[config.mk]
export PLATFORM = sky130hd
export DESIGN_NAME = alimentador_mediana
export DESIGN_NICKNAME = d
export VERILOG_FILES = /design/src/rtl/mediana_pkg.sv /design/src/rtl/alimentador_mediana.sv
export SDC_FILE = /design/constraint.sdc
export NUM_CORES = 1
export LEC_CHECK = 0
export CORE_ASPECT_RATIO = 1.5
export CORE_MARGIN = 2
export CORE_UTILIZATION = 56
export DETAILED_ROUTE_END_ITERATION = 6
export DONT_BUFFER_PORTS = 1
export PLACE_DENSITY_LB_ADDON = 0.25
export SLEW_MARGIN = 30
export SYNTH_ARGS = -nofsm -noshare
export SYNTH_HDL_FRONTEND = slang
export SYNTH_SLANG_ARGS = --single-unit
[constraint.sdc]
create_clock -name clk -period 3.16 [get_ports clk]
set_input_delay 0.474 -clock clk [delete_from_list [all_inputs] [get_ports clk]]
set_output_delay 0.474 -clock clk [all_outputs]
set_load 0.01 [all_outputs]
[src/rtl/mediana_pkg.sv]
// Types and sizes shared by the 9-element median engine and its feeder.
package mediana_pkg;

  localparam int LARGURA = 8;
  localparam int N_ELEM  = 9;
  localparam int CNT_W   = $clog2(N_ELEM);

  typedef logic [LARGURA-1:0] elem_t;
  typedef logic [CNT_W-1:0]   cnt_t;

  typedef enum logic [1:0] {
    COLETA,
    INICIA,
    ESPERA,
    ENTREGA
  } estado_t;

endpackage

[src/rtl/alimentador_mediana.sv]
// Feeder for the median engine: serial window in, one-cycle iniciar, result out; iniciar one cycle after 9th sample, result one cycle after flag.
// No input accepted while a job is in flight; result held until res_pronto. MEDIANA_CICLOS_EN adds res_ciclos.
module alimentador_mediana
  import mediana_pkg::*;
#(
  parameter int MAX_ESPERA = 0,
  parameter int CICLOS_W   = 16
) (
  input  logic  clk,
  input  logic  reset,
  input  elem_t in_dado,
  input  logic  in_valido,
  output logic  in_pronto,
  output elem_t janela [N_ELEM],
  output logic  iniciar,
  input  logic  flag,
  input  elem_t saida,
  output elem_t res_dado,
  output logic  res_erro,
  output logic  res_valido,
  input  logic  res_pronto
`ifdef MEDIANA_CICLOS_EN
  ,
  output logic [CICLOS_W-1:0] res_ciclos
`endif
);

  localparam int               ESP_W   = (MAX_ESPERA > 1) ? $clog2(MAX_ESPERA) : 1;
  localparam logic [ESP_W-1:0] ESP_ULT = ESP_W'(MAX_ESPERA - 1);

  if (N_ELEM != 9) begin : g_chk_n_elem
    $error("alimentador_mediana: N_ELEM must be 9");
  end
  if (CICLOS_W < 1) begin : g_chk_ciclos_w
    $error("alimentador_mediana: CICLOS_W must be at least 1");
  end

  estado_t          r_estado;
  estado_t          w_prox;
  cnt_t             r_cnt;
  elem_t            r_janela [N_ELEM];
  elem_t            r_res_dado;
  logic             r_res_erro;
  logic [ESP_W-1:0] r_espera;
  logic             w_aceita;
  logic             w_ultimo;
  logic             w_esgotou;
  logic             w_captura;

  assign w_ultimo  = (r_cnt == cnt_t'(N_ELEM - 1));
  assign w_esgotou = (MAX_ESPERA != 0) && (r_espera == ESP_ULT);

  always_ff @(posedge clk or posedge reset) begin
    if (reset) begin
      r_estado <= COLETA;
    end else begin
      r_estado <= w_prox;
    end
  end

  // flag is only looked at in ESPERA, so a flag left high by the previous job is harmless.
  always_comb begin
    w_prox     = r_estado;
    in_pronto  = 1'b0;
    iniciar    = 1'b0;
    res_valido = 1'b0;
    w_aceita   = 1'b0;
    w_captura  = 1'b0;
    case (r_estado)
      COLETA: begin
        in_pronto = !reset;
        w_aceita  = in_valido && !reset;
        if (w_aceita && w_ultimo) begin
          w_prox = INICIA;
        end
      end
      INICIA: begin
        iniciar = 1'b1;
        w_prox  = ESPERA;
      end
      ESPERA: begin
        if (flag || w_esgotou) begin
          w_captura = 1'b1;
          w_prox    = ENTREGA;
        end
      end
      ENTREGA: begin
        res_valido = 1'b1;
        if (res_pronto) begin
          w_prox = COLETA;
        end
      end
      default: w_prox = COLETA;
    endcase
  end

  always_ff @(posedge clk or posedge reset) begin
    if (reset) begin
      r_cnt <= '0;
      for (int i = 0; i < N_ELEM; i++) begin
        r_janela[i] <= '0;
      end
      r_res_dado <= '0;
      r_res_erro <= 1'b0;
    end else begin
      if (w_aceita) begin
        r_janela[r_cnt] <= in_dado;
        r_cnt           <= w_ultimo ? '0 : r_cnt + 1'b1;
      end
      if (w_captura) begin
        r_res_dado <= flag ? saida : '0;
        r_res_erro <= !flag;
      end
    end
  end

  always_ff @(posedge clk or posedge reset) begin
    if (reset) begin
      r_espera <= '0;
    end else if (r_estado == ESPERA) begin
      r_espera <= r_espera + 1'b1;
    end else begin
      r_espera <= '0;
    end
  end

`ifdef MEDIANA_CICLOS_EN
  logic [CICLOS_W-1:0] r_ciclos;
  logic [CICLOS_W-1:0] r_res_ciclos;
  logic [CICLOS_W-1:0] w_ciclos_inc;

  // Value including the current ESPERA cycle, saturating instead of wrapping.
  assign w_ciclos_inc = (&r_ciclos) ? r_ciclos : r_ciclos + 1'b1;

  always_ff @(posedge clk or posedge reset) begin
    if (reset) begin
      r_ciclos     <= '0;
      r_res_ciclos <= '0;
    end else begin
      r_ciclos <= (r_estado == ESPERA) ? w_ciclos_inc : '0;
      if (w_captura) begin
        r_res_ciclos <= w_ciclos_inc;
      end
    end
  end

  assign res_ciclos = r_res_ciclos;
`endif

  assign janela   = r_janela;
  assign res_dado = r_res_dado;
  assign res_erro = r_res_erro;

endmodule
==> results of run 1 <==
-- cells in the final DEF, fill, tap and decap left out, types with 2 or more instances in the layout --
cell,instances
dfrtp_1,87
mux2_2,64
mux2_4,16
clkbuf_8,9
ha_1,8
clkinvlp_4,4
inv_1,4
and3_2,3
nor2b_1,3
o21ai_0,3
nand3b_1,2
a31oi_1,2
nand2_1,2
nor2_2,2
and4_4,2
nand3_2,2
nand3b_2,2
nand3_1,2
clkinv_4,2
buf_4,2
-- critical path, cell delays in order, from the launching register on --
cell and delay (ps):
dfrtp_1 420, inv_1 160, ha_1 260, nand3b_1 200, a2111oi_2 490, mux2_1 380
-- worst min path at each step --
stage                                    to  depth (start not counted)
floorplan           r_estado[1]$_DFFE_PP0P_                          1
global placement    r_estado[0]$_DFFE_PP0P_                          2
detailed placement  res_dado[2]$_DFFE_PP0P_                          2
CTS                  janela[33]$_DFFE_PP0P_                          2
global route         janela[17]$_DFFE_PP0P_                          2
finish                janela[2]$_DFFE_PP0P_                          2
-- per-layer routing --
metal	share of wire (%)	routed length [µm]	global-route usage, %
met5	0	0	0
met4	1.6	112	8.14
met3	6.4	446	6.11
met2	54	3760	36.6
met1	38	2680	24.6
-- sequential cells by signal (all words and copies together) (netlist names) --
signal,flops
res_erro,1
r_cnt,4
res_dado,8
r_estado,2
janela,72
-- final cells by class --
| class | instances | area, µm² | area share (%) |
|---|---|---|---|
| Multi-Input combinational cell | 123 | 1330 | 34.7 |
| Inverter | 5 | 22.5 | 0.586 |
| Tap cell | 74 | 92.6 | 2.41 |
| Sequential cell | 87 | 2180 | 56.6 |
| Timing Repair Buffer | 2 | 15.0 | 0.390 |
| Clock inverter | 7 | 81.3 | 2.12 |
| Clock buffer | 9 | 124 | 3.22 |
-- logic make-up after synthesis --
group                    Yosys count
multiplexers                      81
flip-flops                        87
adder cells (fa/ha/maj)            8
AO/OA/AOI/OAI                      9
buffers and inverters             11
AND/OR/NAND/NOR                   25
-- power by group --
group	internal [mW]	switching [mW]
Sequential	1.49	0.465
Combinational	0.407	0.271
Clock	0.373	0.396
Total	2.26	1.13
==> impl_metrics.py, run 1 <==
metrics = {
    "place": {
        "dpl.cell_count": 291,
        "hpwl_um": 5160,
        "placed_area_mm2": 0.00364,
        "dp_slack_ps": 1130,
        "place.port_buffers": 0,
        "gp_congestion": 0.778,
    },
    "floorplan": {
        "fp.coreArea_mm2": 0.00617,
        "die-area_mm2": 0.00710,
        "initial_utilization_pct": 58.3,
        "die_h_um": 102,
        "num_io_pins": 105,
        "die_w_um": 69.5,
        "placementRows": 35,
    },
    "clock_tree": {
        "postCtsHoldBufs": 0,
        "cts_setup_buffers": 0,
        "cts_root_buffer": "clkbuf_8",
        "clkSinkCount": 87,
        "clk_latency_ps": 360,
        "cts_buffer_depth": 2,
        "clkSlewWorstSetupHoldPaths_ps": 90,
        "cts-buffers-inserted": 9,
        "cts_resized": 0,
        "cts_tree": "done",
        "htree_levels": 3,
    },
    "synthesis": {
        "yosys-mux-area-fraction_pct": 27.0,
        "yosys.area_share.simple_pct": 5.32,
        "synth_compound_area_share_pct": 1.91,
        "synth_xor_area_share_pct": 0,
        "synth_cells": 221,
        "synth.area.top_cells": "dfrtp_1, mux2_2, mux2_4",
        "synth_edf_count": 0,
        "synthesis.area_mm2": 0.00360,
        "synthAdderAreaFrac_pct": 2.78,
        "async_flop_share_pct": 100,
        "syn_nets": 250,
        "ys_seq_area_share_pct": 60.5,
        "synth_top_family_by_area": "multiplexers",
        "ys_ff_latch": 87,
        "synth.most_common_cell": "dfrtp_1",
        "synth_top_cell_area_share_pct": 60.5,
        "postSynthAreaPerCell_um2": 16.3,
        "yosysUniqueCellTypes": 30,
        "synth-main-ff-cell": "dfrtp_1",
        "yosysWarnings": 0,
        "synth_area_leader_cell": "dfrtp_1",
        "synth_common_cells": "dfrtp_1, mux2_2, mux2_4",
    },
    "routing": {
        "via_count": 1844,
        "wire_per_inst_um": 22.8,
        "first_pass_iters": 4,
        "via_per_inst": 6.01,
        "drtIter0Drc": 139,
        "drtAntennaViolNets": 0,
        "wirelength_um": 7000,
        "post-route-drc-count": 0,
    },
    "power": {
        "p_per_area_mw_per_mm2": 884,
        "p_leak_nw": 1.88,
        "vdd.ir_drop.worst_mv": 0.522,
        "total_power_mw": 3.40,
    },
    "timing": {
        "finalSetupViolCount": 0,
        "hold_viol": 0,
        "hold_ws_ps": 113,
        "period_share_pct": 64.5,
        "tns_ps": 0,
        "slew_headroom_pct": 54.5,
        "tightest_slew_ps": 682,
        "fin_ws_ps": 1120,
        "post-route-min-period_ps": 2040,
        "rsz0062_at_grt": "false",
        "fmax_ghz": 0.491,
        "drv_slew": 0,
        "fin_skew_ps": 11.6,
    },
    "cells_and_area": {
        "antennaDiodeCount": 0,
        "area_growth_pct": 6.81,
        "stdcell_count": 307,
        "drive_above_1_share_pct": 48.9,
        "final_util_pct": 62.3,
        "nNetsFinal": 257,
        "postLayoutCellArea_mm2": 0.00384,
        "fill_cells": 445,
    },
    "run_status": {
        "status": "complete, no violations",
    },
    "grt": {
        "grt_overflow": 0,
        "grt_usage_pct": 21.0,
        "grt_pass1_wl_um": 11100,
        "grt_pass1_vias": 1923,
        "grt_max_degree": 57,
        "antenna_found_initial": 0,
    },
    "min_path": {
        "hp-class": "input pin to async pin",
    },
    "setup_path": {
        "timing.rr.start": "r_cnt[0]$_DFFE_PP0P_",
        "worstSetupPathType": "flip-flop to flip-flop",
        "startpoint_type": "flip-flop",
        "crit_fanout": 5,
        "required_ps": 3390,
        "r2r_end": "r_estado[1]$_DFFE_PP0P_",
        "rr_worst_depth": 5,
        "reg2reg_slack_ps": 1120,
        "end_kind": "flip-flop",
        "critical_path.startpoint": "r_cnt[0]$_DFFE_PP0P_",
        "worstPathArrival_ps": 2270,
        "cp-endpoint": "r_estado[1]$_DFFE_PP0P_",
    },
    "run": {
        "maxCapViolations": 0,
    },
}
Note: power is estimated with default switching activity, not from simulation.
==> run 2, diff against run 1 <==
clock period = 1.9 ns   (was 3.16 ns; I/O delays follow)
==> run 2 against run 1 <==
  * Utilization up 2.4 points
  * Combinational power is 110% higher
  * Via count is 0.98% higher
  * Sequential cell count did not move
==> impl_metrics.py, run 2 (synthesis gave the netlist of run 1 again) <==
metrics = {
    "timing": {
        "fin_ws_ps": 93.4,
        "post-route-min-period_ps": 1810,
        "fin_skew_ps": 7.97,
        "fmax_ghz": 0.554,
        "hold_ws_ps": 74.6,
        "hold_viol": 0,
        "period_share_pct": 95.1,
        "slew_headroom_pct": 67.0,
        "finalSetupViolCount": 0,
        "tightest_slew_ps": 495,
        "drv_slew": 0,
    },
    "cells_and_area": {
        "final_common_cell": "dfrtp_1",
        "fill_cells": 433,
        "antennaDiodeCount": 0,
        "area_growth_pct": 10.9,
        "largest_register_ff_count": 72,
        "drive_above_1_share_pct": 51.6,
        "nNetsFinal": 268,
        "final_cell_mix": "dfrtp_1, mux2_2, mux2_4",
    },
    "power": {
        "vdd.ir_drop.worst_mv": 0.870,
        "switching_share_pct": 32.9,
        "p_per_area_mw_per_mm2": 1480,
        "p_sw_mw": 1.94,
        "total_power_mw": 5.89,
        "pwr-share-clk_pct": 21.3,
        "p_int_mw": 3.96,
        "p_leak_nw": 1.94,
        "p_seq_share_pct": 54.3,
        "combPwrFrac_pct": 24.4,
    },
    "setup_path": {
        "startpoint_type": "flip-flop",
        "worstPathArrival_ps": 2040,
        "required_ps": 2130,
        "path_buf_inv": 1,
        "crit_path_cell_trace": "inv_1 > ha_4 > nor2b_4 > and2b_4 > and4_4 > mux2_4",
        "crit_slowest_cell": "dfrtp_1",
        "critical-path-top-delay-family": "simple AND/OR/NAND/NOR gates",
        "slowest_delay_ps": 400,
        "crit_fanout": 8,
        "end_kind": "flip-flop",
        "worstSetupPathType": "flip-flop to flip-flop",
    },
    "floorplan": {
        "placementRows": 35,
        "num_io_pins": 105,
        "die_w_um": 69.5,
        "die_h_um": 102,
        "initial_utilization_pct": 58.3,
        "die-area_mm2": 0.00710,
        "fp.coreArea_mm2": 0.00617,
    },
    "grt": {
        "grt_pass1_vias": 2040,
        "grt_pass1_wl_um": 11000,
        "grt_usage_pct": 20.8,
        "grt_max_degree": 51,
        "grt_overflow": 0,
        "antenna_found_initial": 0,
    },
    "place": {
        "place.port_buffers": 0,
        "dp_slack_ps": 20.7,
        "hpwl_um": 5130,
        "gp_congestion": 0.885,
    },
    "clock_tree": {
        "clkSinkCount": 87,
        "clkSlewWorstSetupHoldPaths_ps": 80,
        "cts_tree": "done",
        "cts-buffers-inserted": 9,
        "cts_buffer_depth": 2,
        "clk_latency_ps": 350,
        "cts_root_buffer": "clkbuf_8",
        "htree_levels": 3,
    },
    "routing": {
        "wirelength_um": 7180,
        "via_per_inst": 5.86,
        "drtIter0Drc": 75,
        "via_count": 1862,
        "first_pass_iters": 4,
        "post-route-drc-count": 0,
        "drtAntennaViolNets": 0,
        "wire_per_inst_um": 22.6,
    },
    "run_status": {
        "status": "complete, no violations",
    },
    "min_path": {
        "hp-class": "input pin to flip-flop",
    },
    "run": {
        "maxCapViolations": 0,
    },
}
[run 2: cell types whose count changed in the layout (fill, tap and decap cells not counted), sizes merged]
cell | previous run | this run
inv | 5 | 4
dlygate4sd3 | 0 | 1
clkbuf | 9 | 10
clkinv | 2 | 3
clkinvlp | 4 | 3
buf | 2 | 12
[run 2: metrics by stage]
stage	utilization, %	setup TNS [ps]	instances	instance area [µm²]
floorplan	-	-2200	221	3620
global placement	59.9	0	298	3700
detailed placement	60.4	0	299	3730
CTS	63.7	0	316	3940
global route	64.7	-6.45	318	3990
finish	64.7	0	318	3990
[run 2: power by group through the flow]
stage / clock (mW) / sequential (mW) / combinational, mW
final: 1.25 / 3.20 / 1.44
after global routing: 1.37 / 3.27 / 1.57
after CTS: 1.28 / 3.21 / 1.33
after detailed placement: 0 / 3.25 / 1.32
after global placement: 0 / 3.21 / 1.20
after floorplan: 0 / 3.08 / 1.03
[run 2: cell type report]
type / instances / area, µm² / area share [%]
Multi-Input combinational cell: 123 / 1380 / 34.6
Tap cell: 74 / 92.6 / 2.32
Inverter: 5 / 22.5 / 0.564
Timing Repair Buffer: 13 / 120 / 3.01
Sequential cell: 87 / 2180 / 54.5
Clock buffer: 10 / 138 / 3.45
Clock inverter: 6 / 60.1 / 1.50
[run 2: final timing paths]
path / start / to / slack (ps) / cells after the start
max: r_estado[1]$_DFFE_PP0P_ / janela[15]$_DFFE_PP0P_ / 90 / 6
min: saida[6] / res_dado[6]$_DFFE_PP0P_ / 70 / 1
max reg2reg: r_estado[1]$_DFFE_PP0P_ / janela[15]$_DFFE_PP0P_ / 90 / 6
min reg2reg: r_estado[1]$_DFFE_PP0P_ / r_estado[1]$_DFFE_PP0P_ / 540 / 1
max in group asynchronous: reset / janela[28]$_DFFE_PP0P_ / 720 / 4
min in group asynchronous: reset / res_dado[0]$_DFFE_PP0P_ / 580 / 3
[run 2: repair_timing]
action                                  in CTS  in global routing
hold buffers                                 1                  0
setup buffers                                0                  2
endpoints found under the hold margin       37                  0
endpoints found under the setup margin       0                 51
gates resized for setup                      0                  7
[run 2: layer usage]
metal / vias to the layer above / routed length (µm) / GRT usage, %
met5: - / 0 / 0
met4: 0 / 185 / 9.50
met3: 13 / 521 / 8.28
met2: 74 / 3850 / 35.8
met1: 957 / 2620 / 22.8
li1: 818 / - / -
==> run 3, diff against run 2 <==
REMOVE_ABC_BUFFERS = 1   (was default)
==> run 3 against run 2 <==
  * Largest cell class unchanged
  * Sequential share of layout area rose by 0.55 points
  * Total power grew 1.1%
  * Combinational power shrank 6%
  * Highest routed layer unchanged
  * Clock skew grew 1.3 ps
  * First-iteration DRC count rose by 5.3%
  * Final cell count fell by 0.63%
  * Global-route usage is 0.47 points higher
  * Register-to-register slack hardly changed
  * Clock power increased by 12%
  * Wire length rose by 0.68%
  * Non-clock buffer count down 2
  * Utilization shrank 0.61 points
==> impl_metrics.py, run 3 (synthesis gave the netlist of run 1 again) <==
metrics = {
    "grt": {
        "antenna_found_initial": 0,
        "grt_pass1_vias": 1993,
        "grt_max_degree": 88,
        "grt_usage_pct": 21.3,
        "grt_pass1_wl_um": 11300,
        "grt_overflow": 0,
    },
    "cells_and_area": {
        "antennaDiodeCount": 0,
        "drive_above_1_share_pct": 52.1,
        "postLayoutCellArea_mm2": 0.00396,
        "nNetsFinal": 266,
        "final_cell_mix": "dfrtp_1, mux2_2, mux2_4",
        "largest_register_ff_count": 72,
        "final_util_pct": 64.1,
        "final_common_cell": "dfrtp_1",
        "area_growth_pct": 9.91,
    },
    "power": {
        "p_leak_nw": 1.96,
        "switching_share_pct": 32.0,
        "p_seq_share_pct": 53.7,
        "p_sw_mw": 1.91,
        "pwr-share-clk_pct": 23.5,
        "vdd.ir_drop.worst_mv": 0.871,
        "p_per_area_mw_per_mm2": 1510,
        "combPwrFrac_pct": 22.8,
        "p_int_mw": 4.05,
    },
    "run": {
        "maxCapViolations": 0,
    },
    "routing": {
        "drtAntennaViolNets": 0,
        "drtIter0Drc": 79,
        "first_pass_iters": 4,
        "wirelength_um": 7230,
        "wire_per_inst_um": 22.9,
        "via_count": 1891,
        "post-route-drc-count": 0,
        "via_per_inst": 5.98,
    },
    "timing": {
        "drv_slew": 0,
        "tns_ps": 0,
        "period_share_pct": 95.2,
        "fmax_ghz": 0.553,
        "hold_ws_ps": 41.4,
        "tightest_slew_ps": 759,
        "fin_skew_ps": 9.31,
        "post-route-min-period_ps": 1810,
        "finalSetupViolCount": 0,
        "hold_viol": 0,
        "slew_headroom_pct": 49.4,
        "fin_ws_ps": 91.7,
    },
    "clock_tree": {
        "cts-buffers-inserted": 9,
        "htree_levels": 3,
        "clkSlewWorstSetupHoldPaths_ps": 80,
        "clkSinkCount": 87,
        "cts_root_buffer": "clkbuf_8",
        "cts_tree": "done",
        "clk_latency_ps": 350,
        "cts_buffer_depth": 2,
    },
    "floorplan": {
        "die_w_um": 69.5,
        "num_io_pins": 105,
        "fp.coreArea_mm2": 0.00617,
        "initial_utilization_pct": 58.3,
        "die-area_mm2": 0.00710,
        "placementRows": 35,
        "die_h_um": 102,
    },
    "place": {
        "placed_area_mm2": 0.00370,
        "place.port_buffers": 0,
        "gp_congestion": 0.811,
        "hpwl_um": 5180,
        "dp_slack_ps": 0.717,
    },
    "setup_path": {
        "critical_path.startpoint": "r_estado[1]$_DFFE_PP0P_",
        "slowest_delay_ps": 390,
        "worstPathArrival_ps": 2050,
        "timing.rr.start": "r_estado[1]$_DFFE_PP0P_",
        "end_kind": "flip-flop",
        "crit_fanout": 8,
        "required_ps": 2140,
        "worstSetupPathType": "flip-flop to flip-flop",
        "startpoint_type": "flip-flop",
        "crit_slowest_cell": "dfrtp_1",
        "crit_path_cell_trace": "inv_1 > ha_2 > nor2b_4 > and2b_4 > and4_4 > mux2_4",
    },
    "min_path": {
        "hp-class": "input pin to async pin",
    },
    "run_status": {
        "status": "complete, no violations",
    },
}
run 3: per-layer routing:
| layer | global-route usage [%] | routed length, µm | up-vias |
|---|---|---|---|
| li1 | - | - | 822 |
| met1 | 23.9 | 2570 | 977 |
| met2 | 37.0 | 3960 | 82 |
| met3 | 8.19 | 574 | 10 |
| met4 | 8.14 | 124 | 0 |
| met5 | 0 | 0 | - |
run 3: layout make-up:
type	count	area, µm²
timing repair buffer	11	86.3
clock inverter	5	81.3
sequential	87	2180
fill	455	2220
multi-input combinational	123	1360
clock buffer	11	141
inverter	5	20.0
tap	74	92.6
run 3: worst paths after layout:
| kind | end | slack, ps | depth (start not counted) |
|---|---|---|---|
| hold reg to reg | res_erro$_DFFE_PP0P_ | 580 | 1 |
| setup / recovery | janela[11]$_DFFE_PP0P_ | 90 | 6 |
| min in group clk | janela[27]$_DFFE_PP0P_ | 70 | 1 |
| setup reg to reg | janela[11]$_DFFE_PP0P_ | 90 | 6 |
| max in group asynchronous | r_cnt[0]$_DFFE_PP0P_ | 1330 | 2 |
| hold / removal | janela[63]$_DFFE_PP0P_ | 40 | 2 |
run 3: critical path: cells and delay by family, from the launching register on:
kind / cells / cell delay [ps]
AND/OR/NAND/NOR: 3 / 690
flip-flops: 1 / 390
multiplexers: 1 / 320
adder cells (fa/ha/maj): 1 / 200
buffers and inverters: 1 / 90
run 3: through the flow:
step	total power [mW]	std cells
floorplan	4.07	215
global placement	4.39	299
detailed placement	4.54	299
CTS	5.94	315
global route	6.27	316
finish	5.96	316
run 3: timing repair:
action,4_1_cts,5_1_grt
pin swaps,1,1
setup endpoints to repair,1,45
buffers inserted,0,1
resized for setup,0,6
hold buffers,0,0
run 3: power groups by stage:
| stage | registers, mW | logic (mW) | clock network, mW |
|---|---|---|---|
| finish | 3.20 | 1.36 | 1.40 |
| global route | 3.28 | 1.49 | 1.50 |
| floorplan | 3.10 | 0.976 | 0 |
| global placement | 3.21 | 1.18 | 0 |
| CTS | 3.22 | 1.29 | 1.44 |
| detailed placement | 3.25 | 1.29 | 0 |
